===== config.mk =====
export PLATFORM = sky130hd
export DESIGN_NAME = lift_lcd_status
export DESIGN_NICKNAME = d
export VERILOG_FILES = /design/src/rtl/lift_lcd_status.sv
export SDC_FILE = /design/constraint.sdc
export NUM_CORES = 1
export LEC_CHECK = 0
export CAP_MARGIN = 15
export CORE_MARGIN = 2
export CORE_UTILIZATION = 60
export DETAILED_ROUTE_END_ITERATION = 6
export GPL_TIMING_DRIVEN = 0
export PLACE_DENSITY = 0.9
export SYNTH_ARGS = -nofsm -noshare
export SYNTH_HDL_FRONTEND = slang
export SYNTH_SLANG_ARGS = --single-unit
export TNS_END_PERCENT = 20

===== constraint.sdc =====
create_clock -name iCLK -period 5.8 [get_ports iCLK]
set_input_delay 1.16 -clock iCLK [delete_from_list [all_inputs] [get_ports iCLK]]
set_output_delay 1.16 -clock iCLK [all_outputs]
set_load 0.01 [all_outputs]

===== src/rtl/lift_lcd_status.sv =====
// lift_lcd_status: HD44780 16x2 driver for the lift status display.
// Runs power-up init, writes a fixed title, then rewrites the status line on demand.
module lift_lcd_status #(
  parameter int SETUP_CYC  = 2,
  parameter int EN_CYC     = 12,
  parameter int HOLD_CYC   = 2,
  parameter int CMD_WAIT   = 2000,
  parameter int CLR_WAIT   = 82000,
  parameter int PWRUP_WAIT = 750000
) (
  input  logic       iCLK,
  input  logic       iRST,
  input  logic [1:0] iMOV,
  input  logic       iUPD,
  output logic       oBUSY,
  output logic [7:0] LCD_DATA,
  output logic       LCD_EN,
  output logic       LCD_RS,
  output logic       LCD_RW
);

  localparam int MAXW = (PWRUP_WAIT > CLR_WAIT) ? PWRUP_WAIT : CLR_WAIT;
  localparam int CW   = (MAXW > 1) ? $clog2(MAXW) : 1;

  localparam logic [127:0] TXT_TITLE = "SMARTLIFT       ";
  localparam logic [127:0] TXT_STOP  = "PARADO          ";
  localparam logic [127:0] TXT_UP    = "SUBINDO         ";
  localparam logic [127:0] TXT_DOWN  = "DESCENDO        ";
  localparam logic [127:0] TXT_BAD   = "----------------";

  typedef enum logic [2:0] {
    S_PWRUP,
    S_INIT,
    S_TITLE,
    S_IDLE,
    S_STATUS
  } top_t;

  typedef enum logic [1:0] {
    W_SETUP,
    W_EN,
    W_HOLD,
    W_WAIT
  } wr_t;

  top_t          state, state_n;
  wr_t           phase, phase_n;
  logic [CW-1:0] cnt, cnt_n;
  logic [4:0]    idx, idx_n;
  logic [1:0]    code, code_n;
  logic [1:0]    shown, shown_n;
  logic          pend, pend_n;
  logic [7:0]    data_q;
  logic          rs_q, en_q;
  logic [8:0]    byte_n;
  logic          en_n;
  logic          is_clr;
  logic [4:0]    last_idx;

  // {rs, data} for a given position of the current sequence
  function automatic logic [8:0] byte_at(
    input top_t       st,
    input logic [4:0] ix,
    input logic [1:0] cd
  );
    logic [127:0] txt;
    logic [3:0]   k;
    logic [8:0]   b;
    b   = 9'h000;
    txt = TXT_TITLE;
    k   = 4'(ix - 5'd1);
    if (st == S_STATUS) begin
      unique case (cd)
        2'd0:    txt = TXT_STOP;
        2'd1:    txt = TXT_UP;
        2'd2:    txt = TXT_DOWN;
        default: txt = TXT_BAD;
      endcase
    end
    case (st)
      S_INIT: begin
        unique case (ix[1:0])
          2'd0:    b = 9'h038;
          2'd1:    b = 9'h00C;
          2'd2:    b = 9'h001;
          default: b = 9'h006;
        endcase
      end
      S_TITLE, S_STATUS: begin
        if (ix == 5'd0)
          b = {1'b0, (st == S_TITLE) ? 8'h80 : 8'hC0};
        else
          b = {1'b1, txt[{~k, 3'b000} +: 8]};
      end
      default: b = 9'h000;
    endcase
    return b;
  endfunction

  assign is_clr   = !rs_q && (data_q == 8'h01);
  assign last_idx = (state == S_INIT) ? 5'd3 : 5'd16;

  always_ff @(posedge iCLK or posedge iRST) begin
    if (iRST) begin
      state  <= S_PWRUP;
      phase  <= W_SETUP;
      cnt    <= CW'(PWRUP_WAIT - 1);
      idx    <= '0;
      code   <= '0;
      shown  <= '0;
      pend   <= 1'b0;
      data_q <= 8'h00;
      rs_q   <= 1'b0;
      en_q   <= 1'b0;
    end else begin
      state  <= state_n;
      phase  <= phase_n;
      cnt    <= cnt_n;
      idx    <= idx_n;
      code   <= code_n;
      shown  <= shown_n;
      pend   <= pend_n;
      rs_q   <= byte_n[8];
      data_q <= byte_n[7:0];
      en_q   <= en_n;
    end
  end

  always_comb begin
    state_n = state;
    phase_n = phase;
    idx_n   = idx;
    code_n  = code;
    shown_n = shown;
    pend_n  = pend;
    cnt_n   = (cnt != '0) ? cnt - CW'(1) : cnt;
    if (iUPD && state != S_IDLE)
      pend_n = 1'b1;
    unique case (state)
      S_PWRUP: begin
        if (cnt == '0) begin
          state_n = S_INIT;
          idx_n   = '0;
          phase_n = W_SETUP;
          cnt_n   = CW'(SETUP_CYC - 1);
        end
      end
      S_IDLE: begin
        // a pending request, a strobe and a code change all merge into one rewrite
        if (pend || iUPD || iMOV != shown) begin
          state_n = S_STATUS;
          idx_n   = '0;
          code_n  = iMOV;
          pend_n  = 1'b0;
          phase_n = W_SETUP;
          cnt_n   = CW'(SETUP_CYC - 1);
        end
      end
      default: begin
        if (cnt == '0) begin
          unique case (phase)
            W_SETUP: begin
              phase_n = W_EN;
              cnt_n   = CW'(EN_CYC - 1);
            end
            W_EN: begin
              phase_n = W_HOLD;
              cnt_n   = CW'(HOLD_CYC - 1);
            end
            W_HOLD: begin
              phase_n = W_WAIT;
              cnt_n   = is_clr ? CW'(CLR_WAIT - 1)
                               : CW'(CMD_WAIT - 1);
            end
            default: begin
              phase_n = W_SETUP;
              cnt_n   = CW'(SETUP_CYC - 1);
              if (idx != last_idx) begin
                idx_n = idx + 5'd1;
              end else begin
                idx_n = '0;
                case (state)
                  S_INIT: state_n = S_TITLE;
                  S_TITLE: begin
                    state_n = S_STATUS;
                    code_n  = iMOV;
                  end
                  default: begin
                    state_n = S_IDLE;
                    shown_n = code;
                  end
                endcase
              end
            end
          endcase
        end
      end
    endcase
    byte_n = byte_at(state_n, idx_n, code_n);
    en_n   = (phase_n == W_EN) &&
             (state_n == S_INIT || state_n == S_TITLE ||
              state_n == S_STATUS);
  end

  always_comb begin
    oBUSY    = (state != S_IDLE);
    LCD_DATA = data_q;
    LCD_RS   = rs_q;
    LCD_EN   = en_q;
    LCD_RW   = 1'b0;
  end

endmodule


After elaboration in Yosys (flattened, before gate mapping)
Index checks and enable logic that the tools add are counted.
{ "word_totals": {"register_bits": 45, "output_inout_bits": 12, "word_cells": 97} }
{ "op_classes": {"reduce_logical": 20, "n_eq_ne": 17, "shift": 1, "n_mux": 41, "n_addsub": 3, "n_bitwise": 5} }
{ "op_table": {"columns": ["operator", "n"], "rows": [
  ["127-bit one-hot mux with 3 select lines", 1],
  ["128-bit by 8-bit indexed part select with 8-bit output", 1],
  ["127-bit 2-to-1 mux", 1],
  ["20-bit 2-to-1 mux", 4],
  ["20-bit one-hot mux with 2 select lines", 1],
  ["17-bit one-hot mux with 2 select lines", 1],
  ["5-bit 2-to-1 mux", 6],
  ["20-bit zero test", 1],
  ["20-bit nonzero test", 1],
  ["20-bit by 1-bit subtractor with 20-bit output, second input constant", 1],
  ["6-bit one-hot mux with 3 select lines", 1],
  ["9-bit one-hot mux with 2 select lines", 1],
  ["17-bit 2-to-1 mux", 1],
  ["2-bit 2-to-1 mux", 8],
  ["3-bit 2-to-1 mux", 5],
  ["3-bit one-hot mux with 2 select lines", 2],
  ["5-bit one-hot mux with 2 select lines", 1],
  ["3-bit by 2-bit equality test with 1-bit output, second input constant", 3],
  ["9-bit 2-to-1 mux", 1],
  ["2-bit by 1-bit equality test with 1-bit output, second input constant", 4],
  ["8-bit by 1-bit equality test with 1-bit output, second input constant", 1],
  ["2-bit one-hot mux with 2 select lines", 2],
  ["7-bit 2-to-1 mux", 1],
  ["2-bit equality test, second input constant", 3],
  ["other kinds (20)", 35]
]} }

Longest topological paths before layout
{ "depth": {"depth_word": 13, "mapped_depth": 15, "ltp_nobuf": 14} }

Worst setup path before layout
Ideal clock, no wire load.
{ "synth_path": {"path_kind": "input-to-reg", "start": "in iMOV[1]", "end": "reg data_q[3] (netlist: LCD_DATA[3])", "required_time_ps": 5678, "t_arrival_ps": 3910, "setup_slack_ps": 1769, "stages": 12, "setup_time_ps": 122, "n_path_buf": 1, "path_cell_list": "xnor2_1 and3_1 nor2_1 nor3b_1 or2_2 clkbuf_1 ha_1 inv_1 or4_1 a21oi_1 o311ai_0 a32o_1"} }
{ "synth_lines": {"columns": ["element", "line_no", "text"], "rows": [
  ["start, declared", "13", "input logic [1:0] iMOV,"],
  ["2-bit != test *", "150", "if (pend || iUPD || iMOV != shown) begin"],
  ["1-bit logical OR *", "150", null],
  ["5-bit 2-to-1 mux *", "150", null],
  ["5-bit one-hot mux with 2 select lines *", "139", "unique case (state)"],
  ["named net idx_n[0]", "49", "logic [4:0] idx, idx_n;"],
  ["4-bit by 1-bit subtractor with 4-bit output", "71", "k = 4'(ix - 5'd1);"],
  ["4-bit NOT", "93", "b = {1'b1, txt[{~k, 3'b000} +: 8]};"],
  ["128-bit by 8-bit indexed part select with 8-bit output", "93", null],
  ["9-bit 2-to-1 mux", "90", "if (ix == 5'd0)"],
  ["9-bit one-hot mux with 2 select lines *", "80", "case (st)"],
  ["named net byte_n[3]", "55", "logic [8:0] byte_n;"],
  ["end signal, assigned", "124", "data_q <= byte_n[7:0];"],
  ["end, declared", "53", "logic [7:0] data_q;"]
]} }
The timed path passes the listed nets; every way through them passes the cells marked *.
A chain may end at the register's enable or synchronous reset.

Worst setup path after layout
Ends and elaborated chain as after synthesis.

==> flow_metrics.tcl <==
set metrics [dict create \
    r2r-end "LCD_DATA[3]$_DFF_PP0_" \
    hp-class "reg2reg" \
    place_congestion 0.884 \
    synth_compound_gate_area_share 0.227 \
    drc_errors 0 \
    synth-adder-area-share 0.0581 \
    seq_power_share 0.559 \
    ys_types 73 \
    synth_area_mm2 0.00323 \
    numCtsBuffers 5 \
    synth-seq-cells 45 \
    nets 411 \
    port_buffers 15 \
    yosys_most_used_dff "dfrtp_1" \
    clock_latency_ns 0.30 \
    drt_iter0_drc 282 \
    syn_nets 387 \
    drive_gt1_frac 0.122 \
    setup_tns_ns 0 \
    die_w_um 77.4 \
    clock-root-buffer "clkbuf_8" \
    max_cap_violations 0 \
    synth_edf_count 0 \
    yosysWarnings 0 \
    max_freq_ghz 0.206 \
    place_hpwl_mm 5.94 \
    grt_util_all_layers 0.286 \
    reg2reg_depth 12 \
    min_period_over_period 0.838 \
    powerDensity_mw_per_mm2 194 \
    postCtsSetupRepairBufs 0 \
    synthSimpleGateAreaFrac 0.238 \
    rr_startpoint "cnt[5]$_DFF_PP1_" \
    p_leak_nw 1.45 \
    clock_path_buffers 2 \
    end_kind "flop" \
    cts_resized 0 \
    period_needed_ns 4.86 \
    antenna_found_initial 0 \
    grt_pass1_wl_mm 14.0 \
    switching_share 0.296 \
    antenna_left 0 \
    wire_per_inst_um 17.0 \
    grt.overflow.total 0 \
    crit_type "in2reg" \
    finalSetupViolCount 0 \
    startpoint_type "input pin" \
    critPathMaxFanout 12 \
    final-hold-violation-count 0 \
    status "completed" \
    switchingPower_mw 0.205 \
    synth_seq_area_share 0.354 \
    grt_max_degree 30 \
    layout_common_cells "nor2_1, dfrtp_1, nand2_1, inv_1" \
    via_per_inst 6.50 \
    clock-sinks 45 \
    syn_area_per_cell_um2 8.80 \
    grt_pass1_vias 2982 \
    critPathArrivalTime_ns 5.05 \
    start_util 0.629 \
    core_area_mm2 0.00514 \
    async_flop_share 1.00 \
    whs_path_depth 1 \
    clkPwrFrac 0.271 \
    slew_headroom 0.545 \
    synth_xor_area_frac 0.0457 \
    synthCells 367 \
    final_common_cell "nor2_1" \
    endpoint "LCD_DATA[3]$_DFF_PP0_" \
    synth_top_family_by_area "simple AND/OR/NAND/NOR gates" \
    skew_ns 0.0103 \
    synthMuxAreaShare 0.0298 \
    grt_setup_unrepaired "no" \
    cts_hold_buf 0 \
    drt_first_pass_iters 5 \
    timing.final.max_slew_violations 0 \
    share_comb_of_total_power 0.170 \
    insertedDiodeCount 0 \
    vdd_drop_max_uv 118 \
    io_pins 17 \
    cts_tree "yes" \
    vias 3001 \
    required_ns 5.99 \
    dieArea_mm2 0.00599 \
    worst_slew_pin_slew_ns 0.677 \
    whs_ns 0.510 \
    h-tree-depth 2 \
    reg2reg_slack_ns 1.13 \
    placementRows 26 \
    routed_wl_mm 7.83 \
    fp.dieH_um 77.4 \
    crit_start "iMOV[1]" \
    syn_to_final_growth_pct 10.7 \
    cts.clk_slew.worst_paths_ns 0.08 \
    internal_power_mw 0.488 \
]
[power by group through the flow]
stage	registers, mW	clock network (mW)	logic (mW)
3_3_place_gp	0.389	0	0.110
6_report	0.387	0.188	0.118
4_1_cts	0.387	0.191	0.117
2_1_floorplan	0.383	0	0.0908
5_1_grt	0.392	0.208	0.134
3_5_place_dp	0.393	0	0.116
[Yosys cell counts, types with 2 or more instances]
| library cell | instances | area (um2) |
|---|---|---|
| a21o_1 | 3 | 22.5 |
| clkbuf_1 | 13 | 48.8 |
| nand2_1 | 23 | 86.3 |
| o31ai_1 | 3 | 22.5 |
| o32a_1 | 2 | 20.0 |
| o311a_1 | 3 | 30.0 |
| mux2i_1 | 4 | 40.0 |
| o32ai_1 | 2 | 17.5 |
| a32o_1 | 2 | 20.0 |
| nor3b_1 | 4 | 30.0 |
| nor2_1 | 41 | 154 |
| a211oi_1 | 2 | 15.0 |
| o2111a_1 | 2 | 22.5 |
| mux2_2 | 5 | 56.3 |
| dfstp_2 | 13 | 342 |
| o21ai_1 | 2 | 10.0 |
| dfrtp_1 | 32 | 801 |
| nand2b_1 | 2 | 12.5 |
| a2bb2oi_1 | 2 | 17.5 |
| and3_1 | 2 | 12.5 |
| o211a_1 | 2 | 20.0 |
| o22a_1 | 2 | 17.5 |
| o211ai_1 | 6 | 45.0 |
| a31oi_1 | 5 | 31.3 |
| nor3_1 | 20 | 100 |
| or4_1 | 3 | 22.5 |
| or3_1 | 8 | 50.1 |
| nor4_1 | 4 | 25.0 |
| a21oi_1 | 16 | 80.1 |
| ha_1 | 15 | 188 |
| or2_2 | 3 | 18.8 |
| nor2b_1 | 6 | 37.5 |
| xor2_1 | 4 | 35.0 |
| nand3_1 | 8 | 40.0 |
| o21ai_0 | 20 | 100 |
| xnor2_1 | 11 | 96.3 |
| buf_2 | 2 | 10.0 |
| o22ai_1 | 5 | 31.3 |
| nand4_1 | 8 | 50.1 |
| and2_1 | 2 | 12.5 |
| o31a_1 | 2 | 17.5 |
| inv_1 | 22 | 82.6 |
[state kept, by name, indices dropped and copies added (netlist names)]
signal and cells:
shown 2, cnt 20, idx 5, LCD_EN 1, pend 1, code 2
state 3, LCD_DATA 8, LCD_RS 1, phase 2
[per-layer routing]
metal,up-vias,wire [um],track usage
met5,-,0,0
met3,30,347,0.0442
met2,120,3920,0.482
li1,1402,-,-
met1,1449,3330,0.366
met4,0,233,0.121
[cell type report]
class,count,area [um2]
Clock inverter,2,10.0
Buffer,16,66.3
Clock buffer,6,72.6
Fill cell,418,1560
Multi-Input combinational cell,283,1940
Inverter,23,86.3
Tap cell,70,87.6
Sequential cell,45,1140
Timing Repair Buffer,17,175
[metrics by stage]
| step | worst slack, ns | power (mW) | cell area [um2] | utilization | instances |
|---|---|---|---|---|---|
| floorplan | 1.77 | 0.473 | 3230 | - | 367 |
| global placement | 0.710 | 0.499 | 3470 | 0.675 | 452 |
| detailed placement | 0.693 | 0.509 | 3490 | 0.679 | 453 |
| CTS | 1.01 | 0.695 | 3570 | 0.695 | 461 |
| global route | 0.661 | 0.733 | 3580 | 0.696 | 462 |
| finish | 0.938 | 0.693 | 3580 | 0.696 | 462 |
[worst max-delay path, stage by stage]
cell and delay, ns:
clkdlybuf4s50_1 0.45, xnor2_1 0.17, and3_1 0.24, nor2_1 0.44, nor3b_1 0.13, or2_2 0.33, clkbuf_1 0.29, ha_1 0.54
inv_1 0.17, or4_1 0.53, a21oi_1 0.16, o311ai_0 0.17, a32o_1 0.27
[cell families (layout without fill, tap and decap cells)]
logic type / after synthesis / in the layout
adders and majority gates: 15 / 15
buffers and inverters: 39 / 64
xor gates and xnor gates: 16 / 16
and+or+nand+nor: 145 / 145
AOI/OAI and AO/OA: 97 / 97
DFF: 45 / 45
other: 1 / 1
muxes: 9 / 9
[worst min-delay path by stage]
| stage | start | endpoint | slack (ns) |
|---|---|---|---|
| 5_1_grt | code[0]$_DFF_PP0_ | shown[0]$_DFFE_PP0P_ | 0.54 |
| 2_1_floorplan | code[1]$_DFF_PP0_ | shown[1]$_DFFE_PP0P_ | 0.47 |
| 3_3_place_gp | code[1]$_DFF_PP0_ | shown[1]$_DFFE_PP0P_ | 0.49 |
| 6_report | code[0]$_DFF_PP0_ | shown[0]$_DFFE_PP0P_ | 0.51 |
| 3_5_place_dp | code[0]$_DFF_PP0_ | shown[0]$_DFFE_PP0P_ | 0.50 |
| 4_1_cts | code[0]$_DFF_PP0_ | shown[0]$_DFFE_PP0P_ | 0.51 |
Power figures use the tool's default switching activity.
